$ cat config.mk
export PLATFORM = sky130hd
export DESIGN_NAME = regfile_wb_buffer_flat
export DESIGN_NICKNAME = d
export VERILOG_FILES = /design/src/rtl/regfile_wb_buffer_if.sv /design/src/rtl/regfile_wb_buffer.sv /design/src/flat_wrapper.sv
export SDC_FILE = /design/constraint.sdc
export NUM_CORES = 1
export LEC_CHECK = 0
export CAP_MARGIN = 20
export CELL_PAD_IN_SITES_DETAIL_PLACEMENT = 0
export CELL_PAD_IN_SITES_GLOBAL_PLACEMENT = 2
export CORE_AREA = 2 2 281 227
export DETAILED_ROUTE_END_ITERATION = 10
export DIE_AREA = 0 0 283 229
export HOLD_SLACK_MARGIN = 0.12
export PLACE_DENSITY = 0.8
export SLEW_MARGIN = 20
export SYNTH_ARGS = -nofsm -noshare
export SYNTH_HDL_FRONTEND = slang
export SYNTH_SLANG_ARGS = --single-unit
$ cat constraint.sdc
create_clock -name clk -period 3.1 [get_ports clk]
set_input_delay 0.62 -clock clk [delete_from_list [all_inputs] [get_ports clk]]
set_output_delay 0.62 -clock clk [all_outputs]
set_load 0.01 [all_outputs]
$ cat src/rtl/regfile_wb_buffer_if.sv
// regfile_wb_buffer_if: writeback request, register file write port, forwarding query and occupancy signals.
interface regfile_wb_buffer_if #(parameter int DEPTH = 4, parameter int DATA_W = 64, parameter int ADDR_W = 5);
  logic                     wb_valid;
  logic [ADDR_W-1:0]        wb_rd;
  logic [DATA_W-1:0]        wb_data;
  logic                     wb_ready;
  logic                     rf_grant;
  logic [ADDR_W-1:0]        rf_rd;
  logic [DATA_W-1:0]        rf_wdata;
  logic                     rf_regwrite;
  logic [ADDR_W-1:0]        q_rs1;
  logic [ADDR_W-1:0]        q_rs2;
  logic                     fwd1_hit;
  logic [DATA_W-1:0]        fwd1_data;
  logic                     fwd2_hit;
  logic [DATA_W-1:0]        fwd2_data;
  logic [$clog2(DEPTH):0]   pending;
  modport master (output wb_valid, wb_rd, wb_data, rf_grant, q_rs1, q_rs2,
                  input wb_ready, rf_rd, rf_wdata, rf_regwrite, fwd1_hit, fwd1_data, fwd2_hit, fwd2_data, pending);
  modport slave (input wb_valid, wb_rd, wb_data, rf_grant, q_rs1, q_rs2,
                 output wb_ready, rf_rd, rf_wdata, rf_regwrite, fwd1_hit, fwd1_data, fwd2_hit, fwd2_data, pending);
endinterface

$ cat src/rtl/regfile_wb_buffer.sv
// regfile_wb_buffer: FIFO of pending register writebacks with youngest-first forwarding lookups.
// Define WB_BUFFER_BYPASS_EN for a zero-latency path from wb_* to rf_* when the queue is empty.
module regfile_wb_buffer #(
  parameter int DEPTH = 4,
  parameter int DATA_W = 64,
  parameter int ADDR_W = 5
) (
  input logic clk,
  input logic reset,
  regfile_wb_buffer_if.slave bus
);
  localparam int PW = $clog2(DEPTH);
  localparam int CW = PW + 1;
  logic [ADDR_W-1:0] rd_q [DEPTH];
  logic [DATA_W-1:0] data_q [DEPTH];
  logic [DEPTH-1:0]  valid_q, valid_d;
  logic [PW-1:0]     head_q, head_d, tail_q, tail_d, idx;
  logic [CW-1:0]     count_q, count_d;
  logic              empty, push, pop, byp;
  logic              f1_hit, f2_hit;
  logic [DATA_W-1:0] f1_data, f2_data;
  assign empty = count_q == '0;
  assign bus.wb_ready = (count_q < CW'(DEPTH)) && !reset;
  assign pop = !empty && bus.rf_grant && !reset;
`ifdef WB_BUFFER_BYPASS_EN
  assign byp = empty && bus.rf_grant && bus.wb_valid && bus.wb_rd != '0 && !reset;
`else
  assign byp = 1'b0;
`endif
  // x0 writes complete the handshake but are dropped here
  assign push = bus.wb_valid && bus.wb_ready && bus.wb_rd != '0 && !byp;
  assign bus.rf_regwrite = pop || byp;
  assign bus.rf_rd = byp ? bus.wb_rd : (!empty && !reset) ? rd_q[head_q] : '0;
  assign bus.rf_wdata = byp ? bus.wb_data : (!empty && !reset) ? data_q[head_q] : '0;
  assign bus.pending = reset ? '0 : count_q;
  assign bus.fwd1_hit = f1_hit;
  assign bus.fwd1_data = f1_data;
  assign bus.fwd2_hit = f2_hit;
  assign bus.fwd2_data = f2_data;
  always_comb begin
    head_d = pop ? head_q + PW'(1) : head_q;
    tail_d = push ? tail_q + PW'(1) : tail_q;
    count_d = count_q + CW'(push) - CW'(pop);
    valid_d = (valid_q & ~(DEPTH'(pop) << head_q)) | (DEPTH'(push) << tail_q);
  end
  // walk oldest to youngest so the youngest match overwrites earlier ones
  always_comb begin
    f1_hit = 1'b0;
    f1_data = '0;
    f2_hit = 1'b0;
    f2_data = '0;
    idx = head_q;
    for (int i = 0; i < DEPTH; i++) begin
      idx = head_q + PW'(i);
      if (!reset && valid_q[idx] && bus.q_rs1 != '0 && rd_q[idx] == bus.q_rs1) begin
        f1_hit = 1'b1;
        f1_data = data_q[idx];
      end
      if (!reset && valid_q[idx] && bus.q_rs2 != '0 && rd_q[idx] == bus.q_rs2) begin
        f2_hit = 1'b1;
        f2_data = data_q[idx];
      end
    end
  end
  always_ff @(posedge clk) begin
    if (reset) begin
      head_q <= '0;
      tail_q <= '0;
      count_q <= '0;
      valid_q <= '0;
    end else begin
      head_q <= head_d;
      tail_q <= tail_d;
      count_q <= count_d;
      valid_q <= valid_d;
    end
  end
  always_ff @(posedge clk) begin
    if (push) begin
      rd_q[tail_q] <= bus.wb_rd;
      data_q[tail_q] <= bus.wb_data;
    end
  end
endmodule
$ cat src/flat_wrapper.sv
// flat-port wrapper written by rule: the top's interface ports become plain ports
module regfile_wb_buffer_flat 
#(
  parameter int DEPTH = 4,
  parameter int DATA_W = 64,
  parameter int ADDR_W = 5
)
  (clk, reset, bus_wb_valid, bus_wb_rd, bus_wb_data, bus_rf_grant, bus_q_rs1, bus_q_rs2, bus_wb_ready, bus_rf_rd, bus_rf_wdata, bus_rf_regwrite, bus_fwd1_hit, bus_fwd1_data, bus_fwd2_hit, bus_fwd2_data, bus_pending);
  regfile_wb_buffer_if #(.DEPTH(DEPTH), .DATA_W(DATA_W), .ADDR_W(ADDR_W)) bus_i ();
  input logic clk;
  input logic reset;
  input wire logic [$bits(bus_i.wb_valid)-1:0] bus_wb_valid;
  input wire logic [$bits(bus_i.wb_rd)-1:0] bus_wb_rd;
  input wire logic [$bits(bus_i.wb_data)-1:0] bus_wb_data;
  input wire logic [$bits(bus_i.rf_grant)-1:0] bus_rf_grant;
  input wire logic [$bits(bus_i.q_rs1)-1:0] bus_q_rs1;
  input wire logic [$bits(bus_i.q_rs2)-1:0] bus_q_rs2;
  output wire logic [$bits(bus_i.wb_ready)-1:0] bus_wb_ready;
  output wire logic [$bits(bus_i.rf_rd)-1:0] bus_rf_rd;
  output wire logic [$bits(bus_i.rf_wdata)-1:0] bus_rf_wdata;
  output wire logic [$bits(bus_i.rf_regwrite)-1:0] bus_rf_regwrite;
  output wire logic [$bits(bus_i.fwd1_hit)-1:0] bus_fwd1_hit;
  output wire logic [$bits(bus_i.fwd1_data)-1:0] bus_fwd1_data;
  output wire logic [$bits(bus_i.fwd2_hit)-1:0] bus_fwd2_hit;
  output wire logic [$bits(bus_i.fwd2_data)-1:0] bus_fwd2_data;
  output wire logic [$bits(bus_i.pending)-1:0] bus_pending;
  assign bus_i.wb_valid = bus_wb_valid;
  assign bus_i.wb_rd = bus_wb_rd;
  assign bus_i.wb_data = bus_wb_data;
  assign bus_i.rf_grant = bus_rf_grant;
  assign bus_i.q_rs1 = bus_q_rs1;
  assign bus_i.q_rs2 = bus_q_rs2;
  assign bus_wb_ready = bus_i.wb_ready;
  assign bus_rf_rd = bus_i.rf_rd;
  assign bus_rf_wdata = bus_i.rf_wdata;
  assign bus_rf_regwrite = bus_i.rf_regwrite;
  assign bus_fwd1_hit = bus_i.fwd1_hit;
  assign bus_fwd1_data = bus_i.fwd1_data;
  assign bus_fwd2_hit = bus_i.fwd2_hit;
  assign bus_fwd2_data = bus_i.fwd2_data;
  assign bus_pending = bus_i.pending;
  regfile_wb_buffer #(.DEPTH(DEPTH), .DATA_W(DATA_W), .ADDR_W(ADDR_W)) u_core (.clk(clk), .reset(reset), .bus(bus_i));
endmodule
==> flow_summary_export.csv <==
group,metric,value,unit
floorplan,core,62100,sq um
worst_setup_path,r2r_setup_slack,730,ps
clocking,h-tree-depth,2,
worst_hold_path,hp-class,"reg2reg",
worst_setup_path,r2r_start,"u_core.count_q[2]",
power_and_ir_drop,combPwrFrac,0.383,
detailed_routing,drtAntennaViolNets,0,
clocking,cts_tree,"done",
worst_setup_path,arrival,3550,ps
worst_setup_path,path_class,"reg2out",
place,gp_congestion,0.857,
detailed_routing,drtPass1Iterations,5,
final_layout,final_nets,2497,
final_layout,layout-drive-gt1-share,0.440,
place,numPortBuffers,286,
synth,synth_fa_ha_area_frac,0.00575,
worst_setup_path,start_kind,"flop",
grt,first_global_vias,19400,
synth,synth_top_cell_by_area,"edfxtp_1",
sta,period_minus_slack,4170,ps
sta,worst_slack,-1070,ps
power_and_ir_drop,powerDensity,457,nW/um^2
detailed_routing,vias,19200,
outcome,violations,"negative setup slack",
power_and_ir_drop,p_int,9.63,mW
place,placed_area,26900,sq um
detailed_routing,drt-initial-drc-count,1699,
synth,ys_types,46,
power_and_ir_drop,peakVddDrop,325,uV
synth,synth-edff-count,276,
sta,timing.final.crit_share,1.34,
synth,synth-xor-area-share,0.0184,
synth,ys_warn_count,0,
grt,grt_pass1_wl,122,mm
sta,hold_ws,524,ps
sta,setup_viol,200,
grt,groute.usage.overall,0.246,
final_layout,area_delta_synth_final,49.7,%
synth,synth_top_family_by_area,"multiplexers",
detailed_routing,drc_errors,0,
floorplan,ioPinCount,287,
synth,synth_area_per_cell,11.4,sq um
detailed_routing,routed_wl,85.0,mm
worst_setup_path,crit_required,2480,ps
floorplan,die_h,229,microns
floorplan,fp.dieW,283,microns
synth,synth_mux_area_frac,0.217,
synth,synth_nets,1927,
synth,synthSimpleGateAreaFrac,0.106,
sta,finClkSkew,19.7,ps
sta,relSlewSlack,0.520,
clocking,clock_sinks,289,
synth,synth_area_leaders,"edfxtp_1 (40%), mux4_2 (12%), mux2i_1 (6.7%), a211oi_1 (3.9%), nor2_1 (3.6%)",
power_and_ir_drop,total_leakage_power,11.3,nW
worst_setup_path,crit_end,"bus_fwd1_data[27]",
synth,yosysTopAreaCellShare,0.397,
sta,hold_viol_final,0,
clocking,cts-root-buf,"clkbuf_16",
power_and_ir_drop,total_power,14.3,mW
flow_run,maxCapViolCount,0,
grt,antenna_found_initial,0,
synth,synth_compound_area_frac,0.198,
synth,netlist_instances,1835,
sta,tightest_slew,716,ps
worst_setup_path,r2r-end,"u_core.count_q[2]",
grt,grt_max_degree,73,
synth,synth_seq_cells,289,
outcome,status,"finished, violations left",
synth,yosys.cell_count.top_type,"edfxtp_1",
power_and_ir_drop,power.switching,4.64,mW
synth,synth.top_cells.by_count,"edfxtp_1 (276), nor2_1 (201), mux2i_1 (139), mux4_2 (114)",
place,post-place-ws,-1280,ps
worst_setup_path,worstPathMaxFanout,5,
sta,slew_viol_final,0,
power_and_ir_drop,swShare,0.325,
power_and_ir_drop,power_frac_seq,0.320,
worst_setup_path,end_kind,"primary output",
worst_setup_path,worst_r2r_path_depth,9,
clocking,clkTransAtPathRegs,60,ps
sta,fmax,240,MHz
floorplan,die_area,64800,sq um
floorplan,initial_utilization,0.336,
synth,synth_area,20900,sq um
synth,async_reset_ff_frac,0,
sta,grt_setup_unrepaired,"true",
clocking,clkLatencyLatePin,550,ps
detailed_routing,avgViaCountPerCell,5.88,
grt,grt-ovfl-total,0,
synth,ys_dominant_reg_cell,"edfxtp_1",
place,hpwlAfterDp,50.4,mm
final_layout,stdcell_area,31200,sq um
clocking,ctsLongestPathBuffers,3,
synth,yosysSeqAreaShare,0.409,
clocking,cts_made_buffers,37,
floorplan,rows,82,
power_and_ir_drop,clock_power_share,0.297,
detailed_routing,wl_per_cell,26.0,microns
[kinds of logic (layout without fill, tap and decap cells)]
kind of cell	after synthesis	count (layout)
muxes	303	303
xor gates and xnor gates	43	43
DFF	289	289
and+or+nand+nor	472	472
buffers and inverters	210	805
adders and majority gates	9	9
AOI/OAI and AO/OA	509	509
other	0	3
[registers in the layout, indices dropped and copies added, names as in the netlist, named ones only]
name            flops
u_core.rd_q        20
u_core.data_q     256
u_core.tail_q       2
u_core.valid_q      4
u_core.count_q      3
u_core.head_q       2
[metrics by stage]
step	TNS, ps	util	std cells
after floorplan	-633	-	1835
after global placement	-179180	0.434	3050
after detailed placement	-176180	0.434	3050
after CTS	-150870	0.476	3216
after global routing	-175600	0.503	3270
final	-158740	0.503	3273
[critical path, stage by stage, from the launching register on]
cell	delay [ps]
dfxtp_4	420
mux4_2	570
buf_6	150
xor2_2	130
or3_4	410
a311oi_4	260
buf_12	190
buf_16	150
buf_8	120
a221oi_2	50
o31ai_2	250
buf_4	170
buf_6	90
[what timing repair did]
item | 4_1_cts | 5_1_grt
pin swaps | 156 | 117
buffers inserted | 88 | 62
setup endpoints to repair | 200 | 200
hold buffers | 0 | 0
gates resized for setup | 731 | 300
gates cloned | 17 | 10
[layout by cell type (no fill, tap or decap), types with 9 or more instances in the layout]
cell type        count
buf_12              72
nor2b_1             56
buf_4              268
mux2_2              50
o31ai_1             18
buf_8               12
dfxtp_1              9
edfxtp_1           276
clkbuf_16           44
o21ba_1             39
nor2_1             151
o31ai_2             47
dlygate4sd2_1       22
xnor2_1             29
buf_2              118
clkdlybuf4s50_1    101
a221oi_4            25
a221oi_2            60
nor2_4              42
buf_16              14
a22o_1              40
inv_1               10
clkbuf_2            14
dlymetal6s2s_1      13
o31ai_4             23
mux4_2             114
a211oi_1           105
a21oi_1             98
a221o_1             39
and3_1               9
nand2_1             95
and2_4              16
nor2_2               9
mux2i_1            139
buf_6               85
and2_1              64
[layout make-up]
class,instances,area (sq um)
repair buffers,730,7280
flip-flops and latches,289,8560
clock inverters,22,220
diodes,3,7.51
multi-input cells,1336,13100
well taps,840,1050
clock buffers,42,945
fillers,5386,30800
inverters,11,46.3
[worst min path at each step]
stage / start / to / slack, ps / depth (start not counted)
after floorplan: u_core.valid_q[1] / u_core.valid_q[1] / 480 / 2
after global placement: u_core.valid_q[0] / u_core.valid_q[0] / 500 / 2
after detailed placement: u_core.valid_q[0] / u_core.valid_q[0] / 510 / 2
after CTS: u_core.valid_q[0] / u_core.valid_q[0] / 520 / 2
after global routing: u_core.valid_q[0] / u_core.valid_q[0] / 570 / 2
final: u_core.valid_q[0] / u_core.valid_q[0] / 520 / 2
[per-layer routing]
metal / share of wire / global-route usage / wire, microns / up-vias
met4: 0.028 / 0.0748 / 2390 / 0
met3: 0.079 / 0.0433 / 6680 / 185
met5: 0 / 0 / 0 / -
li1: - / - / - / 8436
met1: 0.42 / 0.336 / 36000 / 9762
met2: 0.47 / 0.399 / 40000 / 853
[power by group through the flow]
stage | logic [mW] | registers, mW | clock network (mW)
floorplan | 2.60 | 4.61 | 0
CTS | 5.10 | 4.57 | 4.32
detailed placement | 4.65 | 4.67 | 0
global route | 5.81 | 4.59 | 4.47
global placement | 4.61 | 4.65 | 0
finish | 5.47 | 4.57 | 4.24
Note: power is estimated with default switching activity, not from simulation.
==> edit, RTL diff (same settings) <==
Add a define of `WB_BUFFER_BYPASS_EN`.
--- a/src/rtl/regfile_wb_buffer.sv
+++ b/src/rtl/regfile_wb_buffer.sv
@@ -1,4 +1,6 @@
 // regfile_wb_buffer: FIFO of pending register writebacks with youngest-first forwarding lookups.
 // Define WB_BUFFER_BYPASS_EN for a zero-latency path from wb_* to rf_* when the queue is empty.
+`define WB_BUFFER_BYPASS_EN
+
 module regfile_wb_buffer #(
   parameter int DEPTH = 4,
Behaviour: not the same (Yosys sat finds a counterexample within 4 cycles, from zero or initial values and one cycle with reset high).
==> edit against the unedited design <==
  * Critical endpoint is now bus_fwd2_data[27]
  * Synthesized area decreased by 1.8%
  * Critical path type unchanged
  * Hold slack worse by 110 ps
  * Power is 2.3% higher
  * Setup slack got worse by 9.0 ps
  * Synthesized cell count down 12%
  * Non-clock buffer count is 75 higher
  * Sequential cell count stayed put
  * Routed wire length up 8.6%
  * Largest power group unchanged
  * Final area increased by 5.5%
  * The flow still finishes with violations (setup timing)
==> edit: results (changes against the unedited design) <==
metric;value;unit;change
fin_tns_setup;-146510;ps;+12230 ps
failed_checks;setup timing;;
critical-path-top-delay-family;simple AND/OR/NAND/NOR gates;;
synth-seq-area-share;0.4171;;+0.007649
critical_path_arrival;3560;ps;about the same
total_setup_violations_reported_at_the_end_of_the_flow;194;;-3.0%
reg2reg_setup_slack;580;ps;-150 ps
gr-usage-met1;0.3623;;+0.02594
postSynthNetCount;1705;;-12%
cp_slowest_cell;sky130_fd_sc_hd__or4_4;;
detail_route.wl_per_cell;29.39;um;+13%
leakage;11.83;nW;+4.3%
critical_path_peak_fanout;8;;+3
fin_worst_skew;19.06;ps;-0.6348 ps
launch_instance_of_the_worst_min_delay_path;bus_wb_rd[3];;
outcome;finished, violations left;;
gp_congestion;0.8462;;-1.3%
grt_first_pass_wirelength;126.4;mm;+3.5%
final_layout_size_suffix_gt1_frac;0.5957;;+0.1554
viasPerCell;6.220;;+5.8%
worst_hold_path.endpoint;u_core.rd_q[0][3];;
max_stage_delay;680;ps;+110 ps
met2_usage;0.4073;;+0.008808
final.fill_count;5038;;-6.5%
post-route-worst-setup-slack;-1078;ps;-9.020 ps
synth_common_cells;sky130_fd_sc_hd__edfxtp_1 (276), sky130_fd_sc_hd__mux4_2 (233), sky130_fd_sc_hd__o21ai_1 (180);;
drt_first_iter_violations;2282;;+34%
number_of_antenna_violations_at_the_first_check_in_global_routing;5;;+5
number_of_inserted_diodes;0;;-3
drt_pre_antenna_iters;6;;+1
dp_hpwl;50.09;mm;-0.69%
maxSlewHeadroom;0.5453;;+0.02575
grt_use_met3;0.05129;;+0.007968
[edit: cell count changes in the layout (fill, tap and decap cells not counted), moves of 57 or more]
cell	before	now
sky130_fd_sc_hd__a211oi_1	105	0
sky130_fd_sc_hd__a21oi_1	98	41
sky130_fd_sc_hd__and2_1	64	3
sky130_fd_sc_hd__buf_2	118	175
sky130_fd_sc_hd__buf_6	85	149
sky130_fd_sc_hd__mux2i_1	139	26
sky130_fd_sc_hd__mux4_2	114	233
sky130_fd_sc_hd__nor2_1	151	75
sky130_fd_sc_hd__o21ai_2	0	144
[edit: final cells by class]
cell class / instances / share of cell area
multi-input combinational: 1133 / 0.4064
inverter: 10 / 0.001138
clock inverter: 22 / 0.007399
tap: 840 / 0.03187
sequential: 289 / 0.2597
clock buffer: 44 / 0.03017
timing repair buffer: 805 / 0.2634
[edit: routing by layer]
metal,wire [um],part of all wire,vias up
met5,65,0.00070,-
met2,42350,0.46,1144
met1,38250,0.41,10141
met4,3114,0.034,10
met3,8578,0.093,208
li1,-,-,8047
[edit: cells by family after synthesis]
kind of cell,count (synthesis),share of synthesized area
AO/OA/AOI/OAI,518,0.1685
XOR/XNOR,43,0.01838
adder cells (fa/ha/maj),9,0.005861
buffers and inverters,191,0.04499
flip-flops,289,0.4171
multiplexers,283,0.2819
AND/OR/NAND/NOR,280,0.06325
[edit: worst max path at each step]
stage                startpoint                 to  depth (start not counted)
2_1_floorplan  u_core.head_q[0]  bus_fwd1_data[11]                          9
3_3_place_gp       bus_q_rs2[0]  bus_fwd2_data[31]                          9
3_5_place_dp       bus_q_rs2[0]  bus_fwd2_data[31]                          9
4_1_cts        u_core.head_q[0]  bus_fwd1_data[52]                         12
5_1_grt        u_core.head_q[0]  bus_fwd2_data[27]                         11
6_report       u_core.head_q[0]  bus_fwd2_data[27]                         11
[edit: power by group]
part	switching [mW]	internal, mW	total, mW	leakage (nW)
Clock	1.73	2.71	4.43	0.607
Combinational	2.60	3.01	5.61	8.62
Sequential	0.123	4.44	4.57	2.60
Total	4.44	10.2	14.6	11.8
[edit: what timing repair did]
item / in CTS / in global routing
setup endpoints to repair: 200 / 196
endpoints found under the hold margin: 0 / 0
cloned: 29 / 17
resized for setup: 1118 / 412
buffers inserted: 147 / 115
pin swaps: 155 / 176
[edit: per-stage QoR]
step / hold WS (ps) / area, um^2 / std cells / setup WS, ps
after floorplan: 480.4 / 20500 / 1613 / 41.26
after global placement: 493.3 / 26390 / 2824 / -1038
after detailed placement: 494.6 / 26390 / 2824 / -1041
after CTS: 400.8 / 30320 / 3051 / -1032
after global routing: 423.0 / 32980 / 3143 / -1140
final: 415.5 / 32980 / 3143 / -1078
